## src/rtl/breath_led_multi.sv

```systemverilog
// ---------------------------------------------------------------------------
// breath_led_multi
//
// Multi-channel breathing-LED PWM controller. Every channel shares one
// prescaler, one PWM frame counter and one envelope phase counter; each
// channel sees the phase shifted by a fixed per-channel offset, so the
// channels breathe with staggered triangle-wave brightness envelopes.
//
// Timing chain:
//   prescale_cnt : 0..PRESCALE-1, one PWM tick when it reaches PRESCALE-1
//   pwm_cnt      : PWM_BITS wide, advances on each tick; its wrap from
//                  all-ones to 0 is the frame boundary
//   phase        : PWM_BITS+1 wide, advances once per frame; the MSB picks
//                  the rising or falling half of the triangle envelope
//
// Display mode is captured into mode_q only at frame boundaries, so a
// mode write never produces a partial frame.
//
// Ports:
//   CLK_50MHz  in   1         system clock, rising edge
//   reset_n    in   1         asynchronous active-low reset
//   enable     in   1         1 = run; 0 = LEDs dark, all counters frozen
//   mode       in   2         00 breathe, 01 solid on, 10 off, 11 blink
//   led        out  CHANNELS  LED drive, active high, registered
//
// Valid/ready: this block has no handshakes. enable is a level qualifier:
// while it is low no counter moves and no frame boundary is taken.
//
// Optional build macro:
//   BREATH_GAMMA_EN  breathe mode compares against (level*level)>>PWM_BITS
//                    instead of the linear level (approximate gamma 2).
// ---------------------------------------------------------------------------
module breath_led_multi #(
   parameter int CHANNELS   = 4,
   parameter int PWM_BITS   = 8,
   parameter int PRESCALE   = 196,
   parameter int PHASE_STEP = 64
) (
   input  logic                CLK_50MHz,
   input  logic                reset_n,
   input  logic                enable,
   input  logic [1:0]          mode,
   output logic [CHANNELS-1:0] led
);

   localparam int PH_W = PWM_BITS + 1;
   // A one-cycle prescaler still needs a 1-bit counter to exist.
   localparam int PS_W = (PRESCALE > 1) ? $clog2(PRESCALE) : 1;
   localparam logic [PS_W-1:0] PS_MAX = PS_W'(PRESCALE - 1);

   localparam logic [1:0] MODE_BREATHE = 2'b00;
   localparam logic [1:0] MODE_ON      = 2'b01;
   localparam logic [1:0] MODE_OFF     = 2'b10;
   localparam logic [1:0] MODE_BLINK   = 2'b11;

   logic [PS_W-1:0]     r_prescale_cnt;
   logic [PWM_BITS-1:0] r_pwm_cnt;
   logic [PH_W-1:0]     r_phase;
   logic [1:0]          r_mode_q;
   logic [CHANNELS-1:0] r_led;

   logic                w_tick;
   logic                w_frame_end;
   logic [CHANNELS-1:0] w_led_next;

   // Ticks and frame boundaries are only ever taken while enabled, which
   // is what freezes the whole timing chain when enable drops.
   assign w_tick      = enable && (r_prescale_cnt == PS_MAX);
   assign w_frame_end = w_tick && (r_pwm_cnt == {PWM_BITS{1'b1}});

   // -------------------------------------------------------------------
   // Timing chain: prescaler, PWM counter, envelope phase, mode capture
   // -------------------------------------------------------------------
   always_ff @(posedge CLK_50MHz or negedge reset_n) begin
      if (!reset_n) begin
         r_prescale_cnt <= '0;
      end else if (enable) begin
         if (w_tick) begin
            r_prescale_cnt <= '0;
         end else begin
            r_prescale_cnt <= r_prescale_cnt + 1'b1;
         end
      end
   end

   always_ff @(posedge CLK_50MHz or negedge reset_n) begin
      if (!reset_n) begin
         r_pwm_cnt <= '0;
      end else if (w_tick) begin
         r_pwm_cnt <= r_pwm_cnt + 1'b1;   // natural wrap marks the frame
      end
   end

   always_ff @(posedge CLK_50MHz or negedge reset_n) begin
      if (!reset_n) begin
         r_phase  <= '0;
         r_mode_q <= MODE_BREATHE;
      end else if (w_frame_end) begin
         r_phase  <= r_phase + 1'b1;
         r_mode_q <= mode;
      end
   end

   // -------------------------------------------------------------------
   // Per-channel envelope and next-LED decision
   // -------------------------------------------------------------------
   for (genvar gi = 0; gi < CHANNELS; gi++) begin : g_ch
      // Offset is fixed at elaboration and truncated to the phase width.
      localparam logic [PH_W-1:0] PH_OFF = PH_W'(gi * PHASE_STEP);

      logic [PH_W-1:0]     w_ph;
      logic [PWM_BITS-1:0] w_level;
      logic [PWM_BITS-1:0] w_cmp;

      assign w_ph = r_phase + PH_OFF;

      // Rising half counts up with phase; the falling half is the bitwise
      // complement, which mirrors it back down to zero.
      assign w_level = w_ph[PWM_BITS] ? ~w_ph[PWM_BITS-1:0]
                                      :  w_ph[PWM_BITS-1:0];

`ifdef BREATH_GAMMA_EN
      logic [2*PWM_BITS-1:0] w_sq;
      assign w_sq  = {{PWM_BITS{1'b0}}, w_level} * {{PWM_BITS{1'b0}}, w_level};
      assign w_cmp = PWM_BITS'(w_sq >> PWM_BITS);
`else
      assign w_cmp = w_level;
`endif

      // pwm_cnt < level: level 0 is a dark frame, all-ones level leaves
      // exactly one dark tick per frame.
      assign w_led_next[gi] =
         !enable                    ? 1'b0 :
         (r_mode_q == MODE_BREATHE) ? (r_pwm_cnt < w_cmp) :
         (r_mode_q == MODE_ON)      ? 1'b1 :
         (r_mode_q == MODE_OFF)     ? 1'b0 :
                                      ~w_ph[PWM_BITS];
   end

   // MODE_BLINK is the fall-through arm above; referenced here so the
   // full encoding stays visible in one place.
   logic w_unused_blink;
   assign w_unused_blink = (r_mode_q == MODE_BLINK);

   // -------------------------------------------------------------------
   // Output register: one cycle after the pwm_cnt value it compared
   // -------------------------------------------------------------------
   always_ff @(posedge CLK_50MHz or negedge reset_n) begin
      if (!reset_n) begin
         r_led <= '0;
      end else begin
         r_led <= w_led_next;
      end
   end

   assign led = r_led;

endmodule

```

## config.mk

```make
export PLATFORM = sky130hd
export DESIGN_NAME = breath_led_multi
export DESIGN_NICKNAME = d
export VERILOG_FILES = /design/src/rtl/breath_led_multi.sv
export SDC_FILE = /design/constraint.sdc
export NUM_CORES = 1
export LEC_CHECK = 0
export CORE_ASPECT_RATIO = 1.5
export CORE_MARGIN = 2
export CORE_UTILIZATION = 40
export CTS_CLUSTER_SIZE = 25
export DETAILED_ROUTE_END_ITERATION = 10
export HOLD_SLACK_MARGIN = 0.02
export PLACE_DENSITY = 0.67
export RECOVER_POWER = 50
export SLEW_MARGIN = 20
export SYNTH_ARGS = -nofsm -noshare
export SYNTH_HDL_FRONTEND = slang
export SYNTH_SLANG_ARGS = --single-unit
```

## constraint.sdc

```tcl
create_clock -name CLK_50MHz -period 2.9 [get_ports CLK_50MHz]
set_input_delay 0.87 -clock CLK_50MHz [delete_from_list [all_inputs] [get_ports CLK_50MHz]]
set_output_delay 0.87 -clock CLK_50MHz [all_outputs]
set_load 0.005 [all_outputs]
```

==> results.sh <==
export IMPL_status="completed"
export IMPL_async_reset_ff_share_pct=100.0
export IMPL_clockBufferDepth=2
export IMPL_clock_sinks=31
export IMPL_num_antenna_cells=0
export IMPL_finalCriticalPeriod_ns=2.397
export IMPL_dr_max_layer_used="met4"
export IMPL_max_freq_mhz=417.2
export IMPL_netlist_instances=234
export IMPL_cpPeakStageDelay_ns=0.80
export IMPL_maxCapViolCount=0
export IMPL_clk_pin_slew_ns=0.07
export IMPL_dp_hpwl_um=3831
export IMPL_synth_seq_cells=31
export IMPL_vias=1712
export IMPL_yosys_area_top_type="dfrtp_1"
export IMPL_cts_buffers=5
export IMPL_finClkSkew_ns=0.008651
export IMPL_core_area_sq_mm=0.005786
export IMPL_synth_commonest_cells="xnor2_1, ha_1, dfrtp_1, nand2_1, xor2_1"
export IMPL_layout_setup_ws_ns=0.5029
export IMPL_ctsHoldBuffers=0
export IMPL_wl_met1_um=2042
export IMPL_synth_distinct_cells=39
export IMPL_end_kind="flip-flop"
export IMPL_ys_seq_area_share_pct=32.60
export IMPL_die_x_um=66.98
export IMPL_required_ns=3.09
export IMPL_cp_max_fo=15
export IMPL_ys_warn_count=0
export IMPL_cp_cell_sequence="xor2_1 > xnor2_1 > ha_1 > a21o_1 > a21o_1 > a211oi_1 > a2bb2oi_1"
export IMPL_yosys_area_share_simple_pct=14.77
export IMPL_synth_most_common_cell="xnor2_1"
export IMPL_grt_pass1_wl_um=8611
export IMPL_slowest_stage="dfrtp_1"
export IMPL_crit_type="reg2reg"
export IMPL_arrival_ns=2.59
export IMPL_drc=0
export IMPL_hp_class="reg2reg"
export IMPL_p_leak_uw=0.001206
export IMPL_drive_above_1_share_pct=10.57
export IMPL_grt_pass1_vias=1802
export IMPL_grt_usage_pct=17.16
export IMPL_num_rows=34
export IMPL_power_uw=1042
export IMPL_htree_levels=2
export IMPL_synth_ff_type="dfrtp_1"
export IMPL_drt_wl_total_um=4957
export IMPL_dr_pass1_iters=4
export IMPL_synthesis_nets=272
export IMPL_postSynthAreaPerCell_sq_um=10.17
export IMPL_dp_slack_ns=0.3974
export IMPL_timing_final_hold_violations=0
export IMPL_place_congestion=0.8045
export IMPL_setup_tns_ns=0
export IMPL_io_pins=9
export IMPL_synth_top_family_by_area="XOR/XNOR gates"
export IMPL_dr_wl_met2_um=2624
export IMPL_rsz0062_at_grt="false"
export IMPL_worst_pin_slew_ns=0.7994
export IMPL_powerDensity_mw_per_mm2=396.2
export IMPL_grt_max_degree=32
export IMPL_post_cts_resized=0
export IMPL_post_cts_buffers=0
export IMPL_setup_violations=0
export IMPL_initial_utilization_pct=41.13
export IMPL_fin_area_sq_mm=0.002629
export IMPL_dieHeight_um=98.47
export IMPL_synth_compound_area_share_pct=9.359
export IMPL_synth_edf_count=0
export IMPL_fp_dieArea_sq_mm=0.006595
export IMPL_drt_iter0_markers=57
export IMPL_worst_slew_margin_rel_pct=46.71
export IMPL_placed_cell_area_sq_mm=0.002531
export IMPL_whs_ns=0.5068
export IMPL_crit_path_frequent_cell="a21o_1"
export IMPL_vias_per_cell=5.384
export IMPL_slew_viol_final=0
export IMPL_io_buffer_count=8
export IMPL_synthAdderAreaFrac_pct=17.35
export IMPL_root_buffer="clkbuf_8"
export IMPL_synth_area_top_cells="dfrtp_1, ha_1, xnor2_1, xor2_1, a21oi_1"
export IMPL_yosysTopAreaCellShare_pct=32.60
export IMPL_synthXorXnorAreaFrac_pct=20.08
export IMPL_areaGrowthSynthToFinish_pct=10.46
export IMPL_tritoncts="yes"
export IMPL_vdd_ir_drop_max_mv=0.3793
export IMPL_met3WireLength_um=99
export IMPL_fin_crit_sh_pct=82.66
export IMPL_nets=283
export IMPL_syn_area_sq_mm=0.002380
export IMPL_drt_wirelength_per_cell_um=15.59
export IMPL_muxShareOfSynthArea_pct=2.366
export IMPL_grt_overflow_total=0
export IMPL_critPathLaunchType="flip-flop"
export IMPL_ant_nets=0
export IMPL_clk_latency_ns=0.29
export IMPL_antenna_found_initial=0
==> where the power goes <==
group | total, uW | internal, uW | switching [uW]
combinational | 118 | 66.1 | 52.1
clock | 389 | 216 | 173
sequential | 534 | 480 | 54.0
total | 1040 | 762 | 279
==> metal layers <==
layer,vias to the layer above,GRT usage (%)
met2,23,30.15
met1,827,19.59
met5,-,0
met3,15,3.196
met4,0,7.849
li1,847,-
==> placed cells by master (no fill, tap or decap), types with 2 or more instances in the layout <==
cell	n
clkbuf_8	7
a21oi_1	13
xor2_1	15
nand3_1	10
nand2_1	16
xnor2_1	37
dlygate4sd3_1	2
nor3_1	2
inv_1	3
mux2_2	5
a21o_1	5
dfrtp_1	31
a31o_2	2
ha_1	33
o21ai_0	7
buf_4	5
clkdlybuf4s50_1	6
nor3_2	3
nor2_1	11
nand4_1	8
and2_1	3
a211oi_1	2
==> per-stage QoR <==
| stage | cells | utilization, % |
|---|---|---|
| floorplan | 234 | - |
| global placement | 310 | 43.75 |
| detailed placement | 310 | 43.75 |
| CTS | 318 | 45.55 |
| global route | 318 | 45.44 |
| finish | 318 | 45.44 |
==> kinds of logic after synthesis <==
logic type	Yosys count
flip-flops	31
AND/OR/NAND/NOR	63
multiplexers	5
AO/OA/AOI/OAI	35
XOR/XNOR	53
adder cells (fa/ha/maj)	33
buffers and inverters	14
==> area by class of cell <==
type                            instances  area (sq um)
Fill cell                             580          3157
Clock buffer                            7         96.34
Inverter                                3         11.26
Sequential cell                        31         775.7
Tap cell                               72         90.09
Clock inverter                          1         7.507
Multi-Input combinational cell        189          1521
Timing Repair Buffer                   15         126.4
==> critical path, delay by kind of cell, from the launching register on <==
kind / cells / cell delay [ns]
AO/OA/AOI/OAI: 4 / 0.80
XOR/XNOR: 2 / 0.43
flip-flops: 1 / 0.80
adder cells (fa/ha/maj): 1 / 0.28
==> sequential cells by signal, indices dropped and copies added (netlist names) <==
| register | cells |
|---|---|
| led | 4 |
| r_mode_q | 2 |
| r_phase | 9 |
| r_prescale_cnt | 8 |
| r_pwm_cnt | 8 |
==> worst paths after layout <==
path                                                    start                            end  slack [ns]  depth (start not counted)
worst max-delay path                   r_phase[8]$_DFFE_PN0P_               led[2]$_DFF_PN0_        0.50                          7
worst min-delay path            r_prescale_cnt[4]$_DFFE_PN0P_  r_prescale_cnt[4]$_DFFE_PN0P_        0.51                          1
worst max register to register         r_phase[8]$_DFFE_PN0P_               led[2]$_DFF_PN0_        0.50                          7
worst min register to register  r_prescale_cnt[4]$_DFFE_PN0P_  r_prescale_cnt[4]$_DFFE_PN0P_        0.51                          1
max in group asynchronous                             reset_n         r_phase[1]$_DFFE_PN0P_        1.19                          2
min in group asynchronous                             reset_n               led[1]$_DFF_PN0_        1.19                          2
No activity file was read; power rests on OpenSTA's default activity.
